===== config.mk =====
export PLATFORM = sky130hd
export DESIGN_NAME = if_fetch_unit_flat
export DESIGN_NICKNAME = d
export VERILOG_FILES = /design/src/rtl/if_fetch_unit_if.sv /design/src/rtl/if_fetch_unit.sv /design/src/flat_wrapper.sv
export SDC_FILE = /design/constraint.sdc
export NUM_CORES = 1
export LEC_CHECK = 0
export ABC_AREA = 1
export BUFFER_PORTS_ARGS = -buffer_cell sky130_fd_sc_hd__buf_2
export CORE_UTILIZATION = 60
export CTS_CLUSTER_SIZE = 20
export DETAILED_ROUTE_END_ITERATION = 16
export PLACE_DENSITY_LB_ADDON = 0.08
export SKIP_LAST_GASP = 1
export SLEW_MARGIN = 20
export SYNTH_ARGS = -nofsm -noshare
export SYNTH_HDL_FRONTEND = slang
export SYNTH_SLANG_ARGS = --single-unit

===== constraint.sdc =====
create_clock -name clk -period 8.1 [get_ports clk]
set_clock_uncertainty 0.15 [all_clocks]
set_input_delay 1.62 -clock clk [delete_from_list [all_inputs] [get_ports clk]]
set_output_delay 1.62 -clock clk [all_outputs]
set_load 0.02 [all_outputs]

===== src/rtl/if_fetch_unit_if.sv =====
// Instruction-fetch bundle: imem request/response bus, redirect and stall from
// downstream, and the registered IF/ID outputs handed to decode.
// master: the fetch unit. slave: memory/decode/trap environment.
interface if_fetch_unit_if;
  // Instruction memory bus
  logic        imem_req;
  logic [31:0] imem_addr;
  logic        imem_gnt;
  logic        imem_rvalid;
  logic [31:0] imem_rdata;

  // Control from decode / trap logic
  logic        redirect_valid;
  logic [31:0] redirect_pc;
  logic        stall;

  // IF/ID boundary
  logic [31:0] instruction;
  logic [31:0] pc;
  logic        if_valid;

  modport master (
    output imem_req,
    output imem_addr,
    input  imem_gnt,
    input  imem_rvalid,
    input  imem_rdata,
    input  redirect_valid,
    input  redirect_pc,
    input  stall,
    output instruction,
    output pc,
    output if_valid
  );

  modport slave (
    input  imem_req,
    input  imem_addr,
    output imem_gnt,
    output imem_rvalid,
    output imem_rdata,
    output redirect_valid,
    output redirect_pc,
    output stall,
    input  instruction,
    input  pc,
    input  if_valid
  );
endinterface


===== src/rtl/if_fetch_unit.sv =====
// Instruction-fetch stage: owns the fetch PC, issues word requests to imem,
// buffers returned words in a prefetch FIFO and presents one instruction/pc pair
// per cycle to decode through a registered IF/ID boundary.
// Optional feature: define IF_FETCH_BYPASS_EN to let a response that arrives
// while the FIFO is empty and IF/ID is loadable skip the FIFO (one cycle less
// fetch-to-decode latency). Default build routes every word through the FIFO.
module if_fetch_unit #(
  parameter logic [31:0] RESET_PC   = 32'h0000_0000,
  parameter int unsigned FIFO_DEPTH = 2  // power of two, >= 2
) (
  input logic             clk,
  input logic             rst,
  if_fetch_unit_if.master bus
);

  localparam int unsigned PtrW = $clog2(FIFO_DEPTH);
  // Counters must hold 0..FIFO_DEPTH inclusive.
  localparam int unsigned CntW = $clog2(FIFO_DEPTH) + 1;
  // One extra bit so the credit sum cannot overflow.
  localparam int unsigned CrW  = CntW + 1;
  localparam logic [31:0] Nop  = 32'h0000_0013;
  localparam logic [31:0] RstPcAligned = {RESET_PC[31:2], 2'b00};

  // State
  logic [31:0]     fetch_pc_q, fetch_pc_d;
  logic [31:0]     resp_pc_q, resp_pc_d;
  logic [CntW-1:0] out_q, out_d;
  logic [CntW-1:0] discard_q, discard_d;

  logic [31:0]     fifo_pc_q   [FIFO_DEPTH];
  logic [31:0]     fifo_word_q [FIFO_DEPTH];
  logic [PtrW-1:0] rd_ptr_q, rd_ptr_d;
  logic [PtrW-1:0] wr_ptr_q, wr_ptr_d;
  logic [CntW-1:0] cnt_q, cnt_d;

  logic [31:0]     instr_q, instr_d;
  logic [31:0]     id_pc_q, id_pc_d;
  logic            valid_q, valid_d;

  // Per-cycle decode of the handshakes
  logic            redirect;
  logic [31:0]     target_pc;
  logic            resp_ok;
  logic            resp_keep;
  logic            id_load;
  logic            fifo_empty;
  logic            bypass;
  logic            pop;
  logic            push;
  logic [CrW-1:0]  credit;
  logic            req;
  logic            grant;

  // Low address bits of a redirect are discarded by design.
  logic            unused_redirect_lsb;
  assign unused_redirect_lsb = ^bus.redirect_pc[1:0];

  // Handshake decode, credit check and FIFO read/write strobes.
  always_comb begin
    redirect   = bus.redirect_valid;
    target_pc  = {bus.redirect_pc[31:2], 2'b00};
    // A response with nothing outstanding is a protocol error and is ignored.
    resp_ok    = bus.imem_rvalid && (out_q != '0);
    resp_keep  = resp_ok && (discard_q == '0);
    id_load    = !valid_q || !bus.stall;
    fifo_empty = (cnt_q == '0);
`ifdef IF_FETCH_BYPASS_EN
    bypass     = resp_keep && fifo_empty && id_load && !redirect;
`else
    bypass     = 1'b0;
`endif
    pop        = id_load && !fifo_empty && !redirect;
    push       = resp_keep && !bypass && !redirect;
    // Outstanding plus buffered words may never exceed the FIFO capacity, so a
    // returning word always has a slot.
    credit     = CrW'(out_q) + CrW'(cnt_q) - CrW'(pop);
    req        = !rst && !redirect && (credit < CrW'(FIFO_DEPTH));
    grant      = req && bus.imem_gnt;
  end

  // Next-state for fetch/response PCs and the outstanding/discard counters.
  always_comb begin
    fetch_pc_d = fetch_pc_q;
    resp_pc_d  = resp_pc_q;
    out_d      = out_q;
    discard_d  = discard_q;

    if (grant && !resp_ok) begin
      out_d = out_q + CntW'(1);
    end else if (!grant && resp_ok) begin
      out_d = out_q - CntW'(1);
    end

    if (resp_ok && (discard_q != '0)) begin
      discard_d = discard_q - CntW'(1);
    end

    if (grant) begin
      fetch_pc_d = fetch_pc_q + 32'd4;
    end
    if (resp_keep) begin
      resp_pc_d = resp_pc_q + 32'd4;
    end

    if (redirect) begin
      fetch_pc_d = target_pc;
      resp_pc_d  = target_pc;
      // Everything still in flight after this cycle belongs to the old stream.
      discard_d  = out_d;
    end
  end

  // Next-state for FIFO pointers and occupancy.
  always_comb begin
    rd_ptr_d = rd_ptr_q;
    wr_ptr_d = wr_ptr_q;
    cnt_d    = cnt_q;

    if (redirect) begin
      rd_ptr_d = '0;
      wr_ptr_d = '0;
      cnt_d    = '0;
    end else begin
      if (push) begin
        wr_ptr_d = wr_ptr_q + PtrW'(1);
      end
      if (pop) begin
        rd_ptr_d = rd_ptr_q + PtrW'(1);
      end
      case ({push, pop})
        2'b10:   cnt_d = cnt_q + CntW'(1);
        2'b01:   cnt_d = cnt_q - CntW'(1);
        default: cnt_d = cnt_q;
      endcase
    end
  end

  // Next-state for the IF/ID register; held whenever valid and stalled.
  always_comb begin
    valid_d = valid_q;
    instr_d = instr_q;
    id_pc_d = id_pc_q;

    if (redirect) begin
      valid_d = 1'b0;
    end else if (id_load) begin
      if (pop) begin
        valid_d = 1'b1;
        instr_d = fifo_word_q[rd_ptr_q];
        id_pc_d = fifo_pc_q[rd_ptr_q];
      end else if (bypass) begin
        valid_d = 1'b1;
        instr_d = bus.imem_rdata;
        id_pc_d = resp_pc_q;
      end else begin
        valid_d = 1'b0;
      end
    end
  end

  // Control state register with synchronous reset.
  always_ff @(posedge clk) begin
    if (rst) begin
      fetch_pc_q <= RstPcAligned;
      resp_pc_q  <= RstPcAligned;
      out_q      <= '0;
      discard_q  <= '0;
      rd_ptr_q   <= '0;
      wr_ptr_q   <= '0;
      cnt_q      <= '0;
      instr_q    <= Nop;
      id_pc_q    <= RESET_PC;
      valid_q    <= 1'b0;
    end else begin
      fetch_pc_q <= fetch_pc_d;
      resp_pc_q  <= resp_pc_d;
      out_q      <= out_d;
      discard_q  <= discard_d;
      rd_ptr_q   <= rd_ptr_d;
      wr_ptr_q   <= wr_ptr_d;
      cnt_q      <= cnt_d;
      instr_q    <= instr_d;
      id_pc_q    <= id_pc_d;
      valid_q    <= valid_d;
    end
  end

  // FIFO storage; contents are only meaningful below cnt_q, so no reset.
  always_ff @(posedge clk) begin
    if (push) begin
      fifo_pc_q[wr_ptr_q]   <= resp_pc_q;
      fifo_word_q[wr_ptr_q] <= bus.imem_rdata;
    end
  end

  assign bus.imem_req    = req;
  assign bus.imem_addr   = fetch_pc_q;
  assign bus.instruction = instr_q;
  assign bus.pc          = id_pc_q;
  assign bus.if_valid    = valid_q;

endmodule


===== src/flat_wrapper.sv =====
// flat-port wrapper written by rule: the top's interface ports become plain ports
module if_fetch_unit_flat 
#(
  parameter logic [31:0] RESET_PC   = 32'h0000_0000,
  parameter int unsigned FIFO_DEPTH = 2                       
)
  (clk, rst, bus_imem_req, bus_imem_addr, bus_imem_gnt, bus_imem_rvalid, bus_imem_rdata, bus_redirect_valid, bus_redirect_pc, bus_stall, bus_instruction, bus_pc, bus_if_valid);
  if_fetch_unit_if bus_i ();
  input logic clk;
  input logic rst;
  output wire logic [$bits(bus_i.imem_req)-1:0] bus_imem_req;
  output wire logic [$bits(bus_i.imem_addr)-1:0] bus_imem_addr;
  input wire logic [$bits(bus_i.imem_gnt)-1:0] bus_imem_gnt;
  input wire logic [$bits(bus_i.imem_rvalid)-1:0] bus_imem_rvalid;
  input wire logic [$bits(bus_i.imem_rdata)-1:0] bus_imem_rdata;
  input wire logic [$bits(bus_i.redirect_valid)-1:0] bus_redirect_valid;
  input wire logic [$bits(bus_i.redirect_pc)-1:0] bus_redirect_pc;
  input wire logic [$bits(bus_i.stall)-1:0] bus_stall;
  output wire logic [$bits(bus_i.instruction)-1:0] bus_instruction;
  output wire logic [$bits(bus_i.pc)-1:0] bus_pc;
  output wire logic [$bits(bus_i.if_valid)-1:0] bus_if_valid;
  assign bus_imem_req = bus_i.imem_req;
  assign bus_imem_addr = bus_i.imem_addr;
  assign bus_i.imem_gnt = bus_imem_gnt;
  assign bus_i.imem_rvalid = bus_imem_rvalid;
  assign bus_i.imem_rdata = bus_imem_rdata;
  assign bus_i.redirect_valid = bus_redirect_valid;
  assign bus_i.redirect_pc = bus_redirect_pc;
  assign bus_i.stall = bus_stall;
  assign bus_instruction = bus_i.instruction;
  assign bus_pc = bus_i.pc;
  assign bus_if_valid = bus_i.if_valid;
  if_fetch_unit #(.RESET_PC(RESET_PC), .FIFO_DEPTH(FIFO_DEPTH)) u_core (.clk(clk), .rst(rst), .bus(bus_i));
endmodule

==> results.md <==
- The detailed router finished its first iteration with 707 violations.
- The worst setup path is of the primary input to primary output kind.
- The standby leakage power is 5.17 nW.
- In this run the remaining antenna-violating nets after routing total 0.
- The number of clock sinks is 255.
- In the synthesized netlist, the number of instances is 1278.
- For the worst setup path, the data arrival time is 3.97 ns.
- 168 I/O pins were placed.
- In this run the post-CTS setup repair buffer count came out at 0.
- In this run, CTS created clock tree buffers numbering 26.
- The data required time of the critical path is 6.33 ns.
- The count of yosys warnings during synthesis is 0.
- Leaving out fill and tap cells, the most frequent cells in the layout are nand2_1, buf_2, dfxtp_1, edfxtp_1, nor2_1.
- The TritonCTS clock tree is yes.
- The number of remaining DRC errors is 0.
- After synthesis, the largest area contributor takes up 33.7% of total cell area.
- The share of cells above drive strength 1 is 17.3%.
- The average detailed-routed wire length per instance is 15.6 µm.
- In this run the deepest clock path goes through 3 buffers.
- Summing all non-filler instances in the final layout gives an area of 0.0128 mm².
- The tightest slew margin relative to the limit is 29.7%.
- The number of cells on the worst reg-to-reg path is 14.
- The run finished with clean final reports.
- The post-synthesis instance area is 0.0111 mm².
- The simple-gate share of the synthesized area is 22.1%.
- The total wirelength of the detailed-routed design is 26000 µm.
- The final critical path time including I/O delays and setup is 5.74 ns.
- Power spread over the standard cell area amounts to 236 mW/mm².
- The floorplan step defined a core boundary enclosing 0.0180 mm².
- After detailed routing, the number of vias per cell comes to 5.45.
- The vertical die dimension is 138 µm.
- The pin count of the biggest net entering global routing is 121.
- The share of synthesized flip-flops with an asynchronous set or reset is 0%.
- The die covers 0.0190 mm².
- The total iterations of the first detailed-routing run is 8.
- The type of the most critical hold path is flop to flop.
- From left edge to right edge, the die measures 138 µm.
- The weighted congestion at the end of routability-driven global placement is 0.994.
- The proportion of synthesized area in mux cells is 0%.
- Once placement completed, the tool counted placed cells totaling 1618.
- 0 antenna diodes ended up in the layout.
- By area the synthesized netlist is led by edfxtp_1, dfxtp_1, nand2_1.
- Along the worst hold path, the cell count comes to 2.
- The placed instance area is 0.0119 mm².
- After routing, the total negative slack on setup checks comes to 0 ns.
- The kind of capture point of the worst setup path is a primary output.
- The growth of design area from synthesis to finish is 16.2%.
- The number of antenna violations at the first check in global routing is 0.
- The later pin in the worst-skew pair is clocked with a latency of 0.52 ns.
- The worst-path maximum fanout is 43.
- During placement, the flow inserted port buffers numbering 161.
- Summing the sequential cell areas from Yosys gives 57.4% of the chip area.
- Setup violations remaining at the end of the flow were counted as 0.
- The global router's overall resource usage is 27.3%.
- The final net count is 1495.
- Clock-pin slew was measured on the worst setup and hold paths at 0.06 ns.
- The number of levels the H-tree was split into is 1.
- The per-instance average area after synthesis is 8.65 µm².
- The post-layout utilization of the core is 71.3%.
- The detailed placement HPWL is 16900 µm.
- The count of distinct cell types in the synthesized netlist is 43.
- Summing the areas of all fa, ha and maj instances in the mapped netlist gives 0.973% of the synthesized area.
- The combinational family with the most area after synthesis is simple AND/OR/NAND/NOR gates.
- The area fraction in compound gates after synthesis is 12.3%.
- The max-slew violation count is 0.
- The reported max-cap violation count is 0.
- The number of global-route vias before repair is 7949.
- For this configuration, the core starts out at a cell density of 61.3%.
- The fmax is 174 MHz.
- The tree is rooted in a clkbuf_16.
- The cell taking the most area after synthesis is edfxtp_1.
- Across all layers, the routed design uses 9075 vias.
- Row generation in the floorplan step produced 49 rows.
- The most used flip-flop cell after synthesis is dfxtp_1.
- For this design, the CTS-stage hold fixing added 0 buffers.
- In this run, synthesis inferred 124 flip-flops with an integrated enable.
- The maximum ir drop on the vdd rail is 0.185 mV.
- The number of synthesized register bits is 255.
- The count of endpoints failing hold in the final timing report came to 0.
- The fill cell total of the finished layout is 1463.
- The final instance count without filler cells is 1666.
- Summing the areas of all xor and xnor instances in the mapped netlist gives 0.951% of the synthesized area.
- Setup repair after global routing left no endpoint under its margin.
- Global routing finished with a remaining overflow of 0.
- In this run, post-CTS repair resized a total of 0 instances.
- The first-pass GRT wire length is 40000 µm.
- In the finished design, the share of the clock period the worst path needs comes to 70.9%.
- The transition time at the pin with the least slew margin is 1.05 ns.
- Leaving out fill and tap cells, the most frequent cell in the layout is nand2_1.
- The element type at the critical path start is a primary input.
cell type report:
| type | count | area (µm²) | share of cell area, % |
|---|---|---|---|
| flip-flops and latches | 255 | 6350 | 49.4 |
| clock inverters | 16 | 203 | 1.58 |
| well taps | 229 | 287 | 2.23 |
| inverters | 102 | 389 | 3.03 |
| multi-input cells | 865 | 4070 | 31.6 |
| clock buffers | 32 | 703 | 5.47 |
| repair buffers | 167 | 851 | 6.62 |
Yosys cell counts (7+ instances only):
cell type    n
nand2_1    389
dfxtp_1    131
nand3_1     57
nor2_1     112
a31oi_1     68
buf_4        9
o21ai_0    100
clkbuf_1    29
xor2_1      10
ha_1         7
a21oi_1     54
nor2_2      10
buf_2       17
edfxtp_1   124
inv_1       93
power breakdown:
part / internal, W / switching [W] / leakage [nW] / total (W)
Clock: 0.000747 / 0.000492 / 0.432 / 0.00124
Sequential: 0.00143 / 0.0000506 / 2.19 / 0.00148
Combinational: 0.0000995 / 0.000217 / 2.55 / 0.000317
Total: 0.00227 / 0.000760 / 5.17 / 0.00303
flip-flops by register name, summed over array words and instances, names as in the netlist:
signal / count
u_core.fifo_pc_q: 60
u_core.discard_q: 2
u_core.resp_pc_q: 30
u_core.bus.pc: 30
u_core.cnt_q: 2
u_core.rd_ptr_q: 1
u_core.bus.imem_addr: 30
u_core.wr_ptr_q: 1
u_core.bus.instruction: 32
u_core.fifo_word_q: 64
u_core.bus.if_valid: 1
u_core.out_q: 2
path summary, 6_finish.rpt:
kind / start / endpoint / slack, ns
worst max-delay path: bus_redirect_valid / bus_imem_req / 2.36
worst min-delay path: u_core.bus.instruction[4]$_SDFFE_PP1P_ / u_core.bus.instruction[4]$_SDFFE_PP1P_ / 0.33
worst max register to register: u_core.cnt_q[0]$_SDFFE_PP0P_ / u_core.bus.imem_addr[14]$_SDFFE_PP0P_ / 4.96
worst min register to register: u_core.bus.instruction[4]$_SDFFE_PP1P_ / u_core.bus.instruction[4]$_SDFFE_PP1P_ / 0.33
cell families (layout without fill, tap and decap cells):
| family | count (synthesis) | count (layout) |
|---|---|---|
| compound gates | 246 | 246 |
| xor+xnor | 12 | 12 |
| fa+ha+maj | 8 | 8 |
| buf+inv | 161 | 317 |
| flops | 255 | 255 |
| other cells | 1 | 4 |
| simple gates | 595 | 595 |
stage by stage:
step	hold WS [ns]	setup WS (ns)	power [W]
6_report	0.330	2.36	0.00303
3_5_place_dp	0.313	2.34	0.00182
2_1_floorplan	0.298	2.53	0.00172
5_1_grt	0.361	2.16	0.00315
3_3_place_gp	0.302	2.40	0.00181
4_1_cts	0.330	2.34	0.00305
critical path: stages:
cell and delay (ns):
buf_2 0.62, nor3_4 0.10, ha_1 0.31, or2_2 0.30
fa_1 0.38, inv_1 0.06, nand2_1 0.04, nand2_1 0.15
nand2_1 0.07, nor2_1 0.12, buf_2 0.18
per-layer routing:
layer  vias up  GRT usage, %  routed length, µm
met5         -             0                  0
met4         0          7.43                486
met3        44          3.50               1750
met2       331          46.0              12300
met1      4148          37.2              11500
li1       4552             -                  -
Power figures use the tool's default switching activity.
